File: src/rtl/reg_file_sb_if.sv
// ID register-read/issue channel and WB write channel of the register file.
// The register file holds the slave modport; the ID/WB stages drive through master.
interface reg_file_sb_if #(
    parameter int DATA_W = 32
);
    logic [4:0]        i_ID_reg_RegAddr1;
    logic [4:0]        i_ID_reg_RegAddr2;
    logic [DATA_W-1:0] o_ID_reg_RegData1;
    logic [DATA_W-1:0] o_ID_reg_RegData2;
    logic              i_ID_ctrl_UseRS;
    logic              i_ID_ctrl_UseRT;
    logic              i_ID_ctrl_Issue;
    logic              i_ID_ctrl_RegWrite;
    logic [4:0]        i_ID_data_DestAddr;
    logic              o_ID_ctrl_Stall;
    logic              i_WB_reg_RegWrite;
    logic [4:0]        i_WB_reg_WriteAddr;
    logic [DATA_W-1:0] i_WB_reg_WriteData;

    modport slave (
        input  i_ID_reg_RegAddr1, i_ID_reg_RegAddr2,
        input  i_ID_ctrl_UseRS, i_ID_ctrl_UseRT, i_ID_ctrl_Issue,
        input  i_ID_ctrl_RegWrite, i_ID_data_DestAddr,
        input  i_WB_reg_RegWrite, i_WB_reg_WriteAddr, i_WB_reg_WriteData,
        output o_ID_reg_RegData1, o_ID_reg_RegData2, o_ID_ctrl_Stall
    );

    modport master (
        output i_ID_reg_RegAddr1, i_ID_reg_RegAddr2,
        output i_ID_ctrl_UseRS, i_ID_ctrl_UseRT, i_ID_ctrl_Issue,
        output i_ID_ctrl_RegWrite, i_ID_data_DestAddr,
        output i_WB_reg_RegWrite, i_WB_reg_WriteAddr, i_WB_reg_WriteData,
        input  o_ID_reg_RegData1, o_ID_reg_RegData2, o_ID_ctrl_Stall
    );
endinterface

File: src/rtl/reg_file_sb.sv
// 32x32 MIPS register file with a per-register pending-write scoreboard that
// stalls ID while a source register still has an outstanding writeback.
module reg_file_sb #(
    parameter int DATA_W        = 32,
    parameter int CNT_W         = 2,
    parameter bit WRITE_THROUGH = 1'b1
) (
    input  logic          clk,
    input  logic          nrst,
    reg_file_sb_if.slave  rf,
    output logic          o_err
);
    logic [DATA_W-1:0] regs_reg [0:31];
    logic [31:0]       wbhit;
    logic [31:0]       busy_vec;
    logic [31:0]       fault_vec;
    logic              accept;
    logic              err_reg;

    assign wbhit[0]     = 1'b0;
    assign busy_vec[0]  = 1'b0;
    assign fault_vec[0] = 1'b0;

    // Stall only looks at sources the ID instruction actually uses.
    assign rf.o_ID_ctrl_Stall = rf.i_ID_ctrl_Issue &&
        ((rf.i_ID_ctrl_UseRS && busy_vec[rf.i_ID_reg_RegAddr1]) ||
         (rf.i_ID_ctrl_UseRT && busy_vec[rf.i_ID_reg_RegAddr2]));

    assign accept = rf.i_ID_ctrl_Issue && !rf.o_ID_ctrl_Stall &&
                    rf.i_ID_ctrl_RegWrite && (rf.i_ID_data_DestAddr != 5'd0);

    genvar gi;
    generate
        for (gi = 1; gi < 32; gi++) begin : g_pend
            logic [CNT_W-1:0] pend_reg;
            logic             inc;
            logic             dec;

            assign wbhit[gi] = rf.i_WB_reg_RegWrite && (rf.i_WB_reg_WriteAddr == 5'(gi));
            assign inc       = accept && (rf.i_ID_data_DestAddr == 5'(gi));
            assign dec       = wbhit[gi];

            // A writeback this cycle retires one pending write before the busy test.
            if (WRITE_THROUGH) begin : g_wt
                assign busy_vec[gi] = (pend_reg - CNT_W'(wbhit[gi])) != '0;
            end else begin : g_nwt
                assign busy_vec[gi] = pend_reg != '0;
            end

            assign fault_vec[gi] = (inc && !dec && (&pend_reg)) ||
                                   (dec && !inc && (pend_reg == '0));

            always_ff @(posedge clk or negedge nrst) begin
                if (!nrst) begin
                    pend_reg <= '0;
                end else if (inc && !dec) begin
                    if (!(&pend_reg))
                        pend_reg <= pend_reg + 1'b1;
                end else if (dec && !inc) begin
                    if (pend_reg != '0)
                        pend_reg <= pend_reg - 1'b1;
                end
            end
        end
    endgenerate

    always_ff @(posedge clk or negedge nrst) begin
        if (!nrst) begin
            for (int i = 0; i < 32; i++)
                regs_reg[i] <= '0;
        end else if (rf.i_WB_reg_RegWrite && (rf.i_WB_reg_WriteAddr != 5'd0)) begin
            regs_reg[rf.i_WB_reg_WriteAddr] <= rf.i_WB_reg_WriteData;
        end
    end

    always_ff @(posedge clk or negedge nrst) begin
        if (!nrst)
            err_reg <= 1'b0;
        else if (|fault_vec)
            err_reg <= 1'b1;
    end

    assign o_err = err_reg;

    always_comb begin
        rf.o_ID_reg_RegData1 = '0;
        if (rf.i_ID_reg_RegAddr1 != 5'd0) begin
            if (WRITE_THROUGH && wbhit[rf.i_ID_reg_RegAddr1])
                rf.o_ID_reg_RegData1 = rf.i_WB_reg_WriteData;
            else
                rf.o_ID_reg_RegData1 = regs_reg[rf.i_ID_reg_RegAddr1];
        end
    end

    always_comb begin
        rf.o_ID_reg_RegData2 = '0;
        if (rf.i_ID_reg_RegAddr2 != 5'd0) begin
            if (WRITE_THROUGH && wbhit[rf.i_ID_reg_RegAddr2])
                rf.o_ID_reg_RegData2 = rf.i_WB_reg_WriteData;
            else
                rf.o_ID_reg_RegData2 = regs_reg[rf.i_ID_reg_RegAddr2];
        end
    end
endmodule
File: src/flat_wrapper.sv
// flat-port wrapper written by rule: the top's interface ports become plain ports
module reg_file_sb_flat 
#(
    parameter int DATA_W        = 32,
    parameter int CNT_W         = 2,
    parameter bit WRITE_THROUGH = 1'b1
)
  (clk, nrst, o_err, rf_i_ID_reg_RegAddr1, rf_i_ID_reg_RegAddr2, rf_i_ID_ctrl_UseRS, rf_i_ID_ctrl_UseRT, rf_i_ID_ctrl_Issue, rf_i_ID_ctrl_RegWrite, rf_i_ID_data_DestAddr, rf_i_WB_reg_RegWrite, rf_i_WB_reg_WriteAddr, rf_i_WB_reg_WriteData, rf_o_ID_reg_RegData1, rf_o_ID_reg_RegData2, rf_o_ID_ctrl_Stall);
  reg_file_sb_if #(.DATA_W(DATA_W)) rf_i ();
  input  logic clk;
  input  logic nrst;
  output logic o_err;
  input wire logic [$bits(rf_i.i_ID_reg_RegAddr1)-1:0] rf_i_ID_reg_RegAddr1;
  input wire logic [$bits(rf_i.i_ID_reg_RegAddr2)-1:0] rf_i_ID_reg_RegAddr2;
  input wire logic [$bits(rf_i.i_ID_ctrl_UseRS)-1:0] rf_i_ID_ctrl_UseRS;
  input wire logic [$bits(rf_i.i_ID_ctrl_UseRT)-1:0] rf_i_ID_ctrl_UseRT;
  input wire logic [$bits(rf_i.i_ID_ctrl_Issue)-1:0] rf_i_ID_ctrl_Issue;
  input wire logic [$bits(rf_i.i_ID_ctrl_RegWrite)-1:0] rf_i_ID_ctrl_RegWrite;
  input wire logic [$bits(rf_i.i_ID_data_DestAddr)-1:0] rf_i_ID_data_DestAddr;
  input wire logic [$bits(rf_i.i_WB_reg_RegWrite)-1:0] rf_i_WB_reg_RegWrite;
  input wire logic [$bits(rf_i.i_WB_reg_WriteAddr)-1:0] rf_i_WB_reg_WriteAddr;
  input wire logic [$bits(rf_i.i_WB_reg_WriteData)-1:0] rf_i_WB_reg_WriteData;
  output wire logic [$bits(rf_i.o_ID_reg_RegData1)-1:0] rf_o_ID_reg_RegData1;
  output wire logic [$bits(rf_i.o_ID_reg_RegData2)-1:0] rf_o_ID_reg_RegData2;
  output wire logic [$bits(rf_i.o_ID_ctrl_Stall)-1:0] rf_o_ID_ctrl_Stall;
  assign rf_i.i_ID_reg_RegAddr1 = rf_i_ID_reg_RegAddr1;
  assign rf_i.i_ID_reg_RegAddr2 = rf_i_ID_reg_RegAddr2;
  assign rf_i.i_ID_ctrl_UseRS = rf_i_ID_ctrl_UseRS;
  assign rf_i.i_ID_ctrl_UseRT = rf_i_ID_ctrl_UseRT;
  assign rf_i.i_ID_ctrl_Issue = rf_i_ID_ctrl_Issue;
  assign rf_i.i_ID_ctrl_RegWrite = rf_i_ID_ctrl_RegWrite;
  assign rf_i.i_ID_data_DestAddr = rf_i_ID_data_DestAddr;
  assign rf_i.i_WB_reg_RegWrite = rf_i_WB_reg_RegWrite;
  assign rf_i.i_WB_reg_WriteAddr = rf_i_WB_reg_WriteAddr;
  assign rf_i.i_WB_reg_WriteData = rf_i_WB_reg_WriteData;
  assign rf_o_ID_reg_RegData1 = rf_i.o_ID_reg_RegData1;
  assign rf_o_ID_reg_RegData2 = rf_i.o_ID_reg_RegData2;
  assign rf_o_ID_ctrl_Stall = rf_i.o_ID_ctrl_Stall;
  reg_file_sb #(.DATA_W(DATA_W), .CNT_W(CNT_W), .WRITE_THROUGH(WRITE_THROUGH)) u_core (.clk(clk), .nrst(nrst), .rf(rf_i), .o_err(o_err));
endmodule
File: config.mk
export PLATFORM = sky130hd
export DESIGN_NAME = reg_file_sb_flat
export DESIGN_NICKNAME = d
export VERILOG_FILES = /design/src/rtl/reg_file_sb_if.sv /design/src/rtl/reg_file_sb.sv /design/src/flat_wrapper.sv
export SDC_FILE = /design/constraint.sdc
export NUM_CORES = 2
export LEC_CHECK = 0
export ABC_AREA = 1
export CORE_MARGIN = 10
export CORE_UTILIZATION = 55
export CTS_CLUSTER_DIAMETER = 60
export DETAILED_ROUTE_END_ITERATION = 8
export PLACE_DENSITY = 0.75
export SLEW_MARGIN = 0
export SYNTH_ARGS = -nofsm -noshare
export SYNTH_HDL_FRONTEND = slang
export SYNTH_SLANG_ARGS = --single-unit
File: constraint.sdc
create_clock -name clk -period 3.1 [get_ports clk]
set_clock_uncertainty 0.1 [all_clocks]
set_input_delay 0.62 -clock clk [delete_from_list [all_inputs] [get_ports clk]]
set_output_delay 0.62 -clock clk [all_outputs]
set_load 0.02 [all_outputs]
Word-level counts from Yosys, hierarchy flattened
Index checks and enable logic that the tools add are counted.
{"block": "totals", "reg_bits": 1087, "inputBits": 59, "output_inout_bits": 66}
{"block": "classes", "n_addsub": 93, "order_cmp": 6, "n_eq_ne": 93, "mux": 145, "bitwise": 3, "reduce_logical": 511}
{"op": "$bwmux W1024", "n": 1}
{"op": "$bmux W32 S5", "n": 2}
{"op": "$mux W32", "n": 9}
{"op": "$mux W2", "n": 124}
{"op": "$reduce_bool A2 Y1", "n": 124}
{"op": "$logic_and A1 B1 Y1", "n": 194}
{"op": "$demux W32 S5", "n": 1}
{"op": "$eq A5 B5 Y1 const B", "n": 32}
{"op": "$reduce_and A3 Y1", "n": 31}
{"op": "$eq A5 B4 Y1 const B", "n": 16}
{"op": "$logic_not A1 Y1", "n": 63}
{"op": "$add A2 B1 Y2 const B", "n": 31}
{"op": "$logic_not A2 Y1", "n": 31}
{"op": "$ne A2 B2 Y1 const B", "n": 31}
{"op": "$reduce_and A2 Y1", "n": 31}
{"op": "$sub A2 B1 Y2", "n": 31}
{"op": "$sub A2 B1 Y2 const B", "n": 31}
{"op": "$eq A5 B3 Y1 const B", "n": 8}
{"op": "$logic_or A1 B1 Y1", "n": 32}
{"op": "$reduce_or A31 Y1", "n": 1}
{"op": "$bmux W1 S5", "n": 4}
{"op": "$eq A5 B2 Y1 const B", "n": 4}
{"op": "$reduce_bool A5 Y1", "n": 4}
{"op": "$ge A6 B6 Y1 const B", "n": 3}
{"op": "5 further kinds", "n": 12}

Longest topological paths before layout
{"block": "depth", "depth_word": 19, "mapped_depth": 26, "depth_no_buf": 24}

Worst setup path before layout
No wires, ideal clock.
{"block": "synth_path", "path_type": "input -> output", "start": "input rf_i_WB_reg_WriteAddr[1]", "end": "output rf_o_ID_reg_RegData1[12]", "t_arrival_ns": 3.033, "t_required_ns": 2.380, "path_slack_ns": -0.653, "path_stages": 14, "path_buffers": 3, "cell_sequence": "buf_2 nand3_2 clkinv_2 nand2_1 clkbuf_1 a21oi_1 o21ai_0 o21ai_0 o221ai_1 nand3_1 nand2_1 clkbuf_1 nor2_1 a311oi_1"}
{"block": "synth_via", "elab_chain_cells": 6, "elab_cells_between_ends": 66}
{"item": "start, declared", "line": "flat_wrapper.sv:21", "text": "input wire logic [$bits(rf_i.i_WB_reg_WriteAddr)-1:0] rf_i_WB_reg_WriteAddr;"}
{"item": "$eq A5 B1 Y1 (tied with other cells)", "line": "reg_file_sb.sv:39", "text": "assign wbhit[gi] = rf.i_WB_reg_RegWrite && (rf.i_WB_reg_WriteAddr == 5'(gi));"}
{"item": "$logic_and A1 B1 Y1", "line": "reg_file_sb.sv:39"}
{"item": "$bmux W1 S5 *", "line": "reg_file_sb.sv:88", "text": "if (WRITE_THROUGH && wbhit[rf.i_ID_reg_RegAddr1])"}
{"item": "$mux W1 (implied by the code) *", "line": "reg_file_sb.sv:88"}
{"item": "$mux W32 *", "line": "reg_file_sb.sv:88"}
{"item": "$mux W32 *", "line": "reg_file_sb.sv:87", "text": "if (rf.i_ID_reg_RegAddr1 != 5'd0) begin"}
{"item": "end, declared", "line": "flat_wrapper.sv:23", "text": "output wire logic [$bits(rf_i.o_ID_reg_RegData1)-1:0] rf_o_ID_reg_RegData1;"}
Mark *: on every way between the ends. The rest lies on a longest branch, timed or not. The select of a mux whose other input is x is not followed.

Worst setup path after layout
{"block": "layout_path", "start": "input rf_i_WB_reg_WriteAddr[0]", "end": "output rf_o_ID_reg_RegData1[13]"}
The elaborated chain is that of the path after synthesis.

==> results by group <==
Outcome
  • Outcome: finished, violations left
  • Failing checks: DRC, setup timing

Yosys
  • Netlist cell types: 43
  • Synth Area in Compound Gates: 28.4%
  • Largest family of logic cells by synthesized area: compound AO/OA/AOI/OAI gates
  • Synth area leaders: dfrtp_1 46%, o21ai_0 11%, nand2_1 11%
  • Most numerous cell in the Yosys netlist: nand2_1
  • Synth Cell Area: 58700 um2
  • Register bit total from synthesis: 1087
  • Ys async rst share: 100%
  • Post-synth EDFFs: 0
  • Post-synth top cells: 1766 x nand2_1, 1347 x o21ai_0, 1087 x dfrtp_1
  • Multiplexer share of the synthesized area: 0%
  • Syn nets: 7562
  • Synth Area per Inst: 7.82 um2
  • Post-synth top area cell: dfrtp_1
  • Yosys top cell area share: 46.4%
  • Dominant synthesized flop cell: dfrtp_1
  • Xor and xnor area share after synthesis: 0.388%
  • Synth Area in Simple Gates: 17.1%
  • Synth Area in Adders: 0.0192%
  • Ys Warns: 0
  • Syn Inst Count: 7503
  • Seq/Total Area, Yosys: 46.4%

Clock network
  • CTS H-tree lvls: 3
  • Clk sinks: 1087
  • CTS Buf Count: 119
  • Clock slew at reported path FFs: 0.06 ns
  • Clk_lat worst skew: 0.75 ns
  • Root Buffer Master: clkbuf_16
  • CTS tree: done
  • Maximum root-to-sink buffer count: 3

Timing
  • Final period utilization: 123%
  • Minimum clock period: 3.81 ns
  • Worst-margin pin slew: 1.28 ns
  • TNS Setup: -36.57 ns
  • RSZ-0062 raised after global routing: yes
  • Fin Hold WS: 0.284 ns
  • Slew headroom: 14.7%
  • Final worst setup slack: -0.712 ns
  • Final setup vio count: 87
  • Final Hold Fails: 0
  • Highest Clock Rate: 262 MHz
  • Fin. max-slew vios: 0

Power and ir drop
  • Seq pwr share: 42.2%
  • Max VDD drop: 0.605 mV
  • PD cells: 599 nW/um2
  • P_int: 30300 uW
  • Static Leakage: 0.0335 uW
  • Switching share of power: 33.3%
  • Switch Pwr: 15100 uW
  • Post-layout power: 45400 uW
  • Gate power share: 24.1%
  • Clock share of power: 33.7%

Place
  • Number of I/O port buffers: 124
  • Detail Placement HPWL: 173000 um
  • Routability cong.: 1.06
  • Dpl ws: -1.47 ns

Cells and area
  • Proportion of layout cells with a drive suffix above 1: 19.6%
  • Final net count: 7998
  • Number of flip-flops in the largest register: 1024
  • Fill count: 7820
  • Area grow syn2layout: 29.2%
  • Final Core Density: 71.8%

Worst hold path
  • Worst hold-check path type: flip-flop to flip-flop

Floorplanning
  • Die Y: 347 um
  • Initial Util: 55.6%
  • Die W: 347 um
  • Io pins: 125
  • Die area: 120000 um2
  • Core area: 106000 um2
  • Num rows: 119

Worst setup path
  • Crit. End Element: primary output
  • Max stage delay cell, worst path: a311oi_4
  • WS Path Type: input pin to primary output
  • Startpoint types: input pin
  • Slowest stage delay, CP: 0.36 ns
  • Crit-path max FO: 7
  • Crit path DAT: 3.09 ns
  • Worst-path cell chain: buf_12 > inv_4 > nand3_4 > buf_6 > inv_8 > nand2_4 > a21oi_2 > o21ai_1 > o211ai_1 > o211ai_1 > nand3_2 > nand2_8 > buf_12 > buf_16 > buf_6 > a311oi_4 > buf_6 > buf_12
  • Crit path required time: 2.38 ns

Drt
  • Iter 0 DRT Violations: 12300
  • DR DRC count: 8
  • Post-detailed-route count of antenna-violating nets: 0
  • Post-Route WL: 278000 um
  • Via count: 66200
  • Detailed-router iteration count before antenna repair: 9
  • Drt wl/cell: 29.4 um
  • Post-DR vias/cell: 7.01

Global route
  • Initial antenna violation count: 17
  • GR Util All Layers: 44.0%
  • Vias in the first global route: 62600
  • GRT overflow: 0
  • First-pass GRT wire length: 405000 um
  • Largest net degree at the start of global routing: 119

Job
  • Max capacitance violation total: 0
[critical path: cells and delay by family]
family | cells | cell delay (ns)
compound gates | 5 | 0.82
buf+inv | 9 | 1.15
simple gates | 4 | 0.47
[cells by family (layout without fill, tap and decap cells)]
group | count (synthesis) | count (layout)
compound gates | 2717 | 2717
simple gates | 2479 | 2481
buf+inv | 1193 | 1730
flops | 1087 | 1087
xor+xnor | 26 | 26
fa+ha+maj | 1 | 1
other cells | 0 | 11
[cells in the final DEF (no fill, tap or decap), types with 11 or more instances in the layout]
| master | netlist | final |
|---|---|---|
| nand2_2 | 8 | 18 |
| nor2_1 | 277 | 201 |
| buf_4 | 2 | 656 |
| nand2_4 | 0 | 26 |
| o22ai_1 | 16 | 15 |
| o21ai_2 | 0 | 12 |
| nand3_2 | 3 | 34 |
| nand2_1 | 1766 | 1725 |
| clkinv_2 | 1 | 32 |
| nor2_4 | 3 | 46 |
| nor2_2 | 9 | 44 |
| o2111ai_1 | 66 | 65 |
| buf_8 | 0 | 19 |
| a311oi_4 | 0 | 63 |
| nand3_1 | 335 | 298 |
| a21oi_1 | 440 | 427 |
| o21ai_0 | 1347 | 1317 |
| bufinv_16 | 0 | 14 |
| inv_1 | 413 | 394 |
| buf_16 | 0 | 14 |
| a211oi_1 | 65 | 63 |
| dfrtp_1 | 1087 | 1086 |
| o221ai_2 | 0 | 17 |
| o221ai_1 | 515 | 497 |
| diode_2 | 0 | 11 |
| clkdlybuf4s50_1 | 0 | 42 |
| inv_2 | 10 | 11 |
| clkbuf_8 | 0 | 22 |
| o21ai_1 | 10 | 27 |
| a21oi_2 | 0 | 13 |
| nand4_1 | 61 | 61 |
| clkbuf_1 | 697 | 23 |
| xor2_1 | 26 | 26 |
| buf_12 | 0 | 172 |
| buf_6 | 1 | 166 |
| clkbuf_16 | 0 | 129 |
| o211ai_1 | 185 | 185 |
[final timing paths]
kind	startpoint	end	slack, ns	cells past startpoint
setup / recovery	rf_i_WB_reg_WriteAddr[0]	rf_o_ID_reg_RegData1[13]	-0.71	18
hold / removal	u_core.regs_reg[1022]	u_core.regs_reg[1022]	0.28	0
setup reg to reg	u_core.g_pend[15].pend_reg[0]	u_core.o_err	-0.06	24
hold reg to reg	u_core.regs_reg[1022]	u_core.regs_reg[1022]	0.28	0
max in group asynchronous	nrst	u_core.regs_reg[593]	1.44	4
min in group asynchronous	nrst	u_core.g_pend[20].pend_reg[1]	0.29	2
[final cells by class]
class	count	area (um2)	share of cell area, %
clock inverter	55	678	0.895
antenna	11	27.5	0.0363
tap	1391	1740	2.30
clock buffer	169	3490	4.61
sequential	1087	27200	35.9
timing repair buffer	1078	11500	15.2
inverter	428	1750	2.31
multi-input combinational	5225	29400	38.8
[timing repair]
action	in CTS	in global routing
hold buffers	1	0
resized for setup	457	282
endpoints found under the setup margin	127	115
cloned	9	5
hold endpoints to repair	19	0
buffers inserted	108	83
pin swaps	78	117
[power groups by stage]
stage               Clock (uW)  Combinational, uW  Sequential [uW]
finish                   15300              11000            19200
global route             15800              11800            19400
CTS                      15200              10300            19000
detailed placement           0               9690            19100
global placement             0               9400            19100
floorplan                    0               6140            18600
[through the flow]
step | cells | instance area (um2)
6_report | 9444 | 75800
5_1_grt | 9435 | 75800
4_1_cts | 9368 | 74200
3_5_place_dp | 9030 | 67900
3_3_place_gp | 9030 | 67900
2_1_floorplan | 7503 | 60600
[layer usage]
metal / GRT usage (%) / share of wire [%]
met5: 0.0800 / 0.023
met1: 53.8 / 34
met4: 32.1 / 9.5
met2: 61.5 / 40
met3: 18.8 / 17
Note: power is estimated with default switching activity, not from simulation.
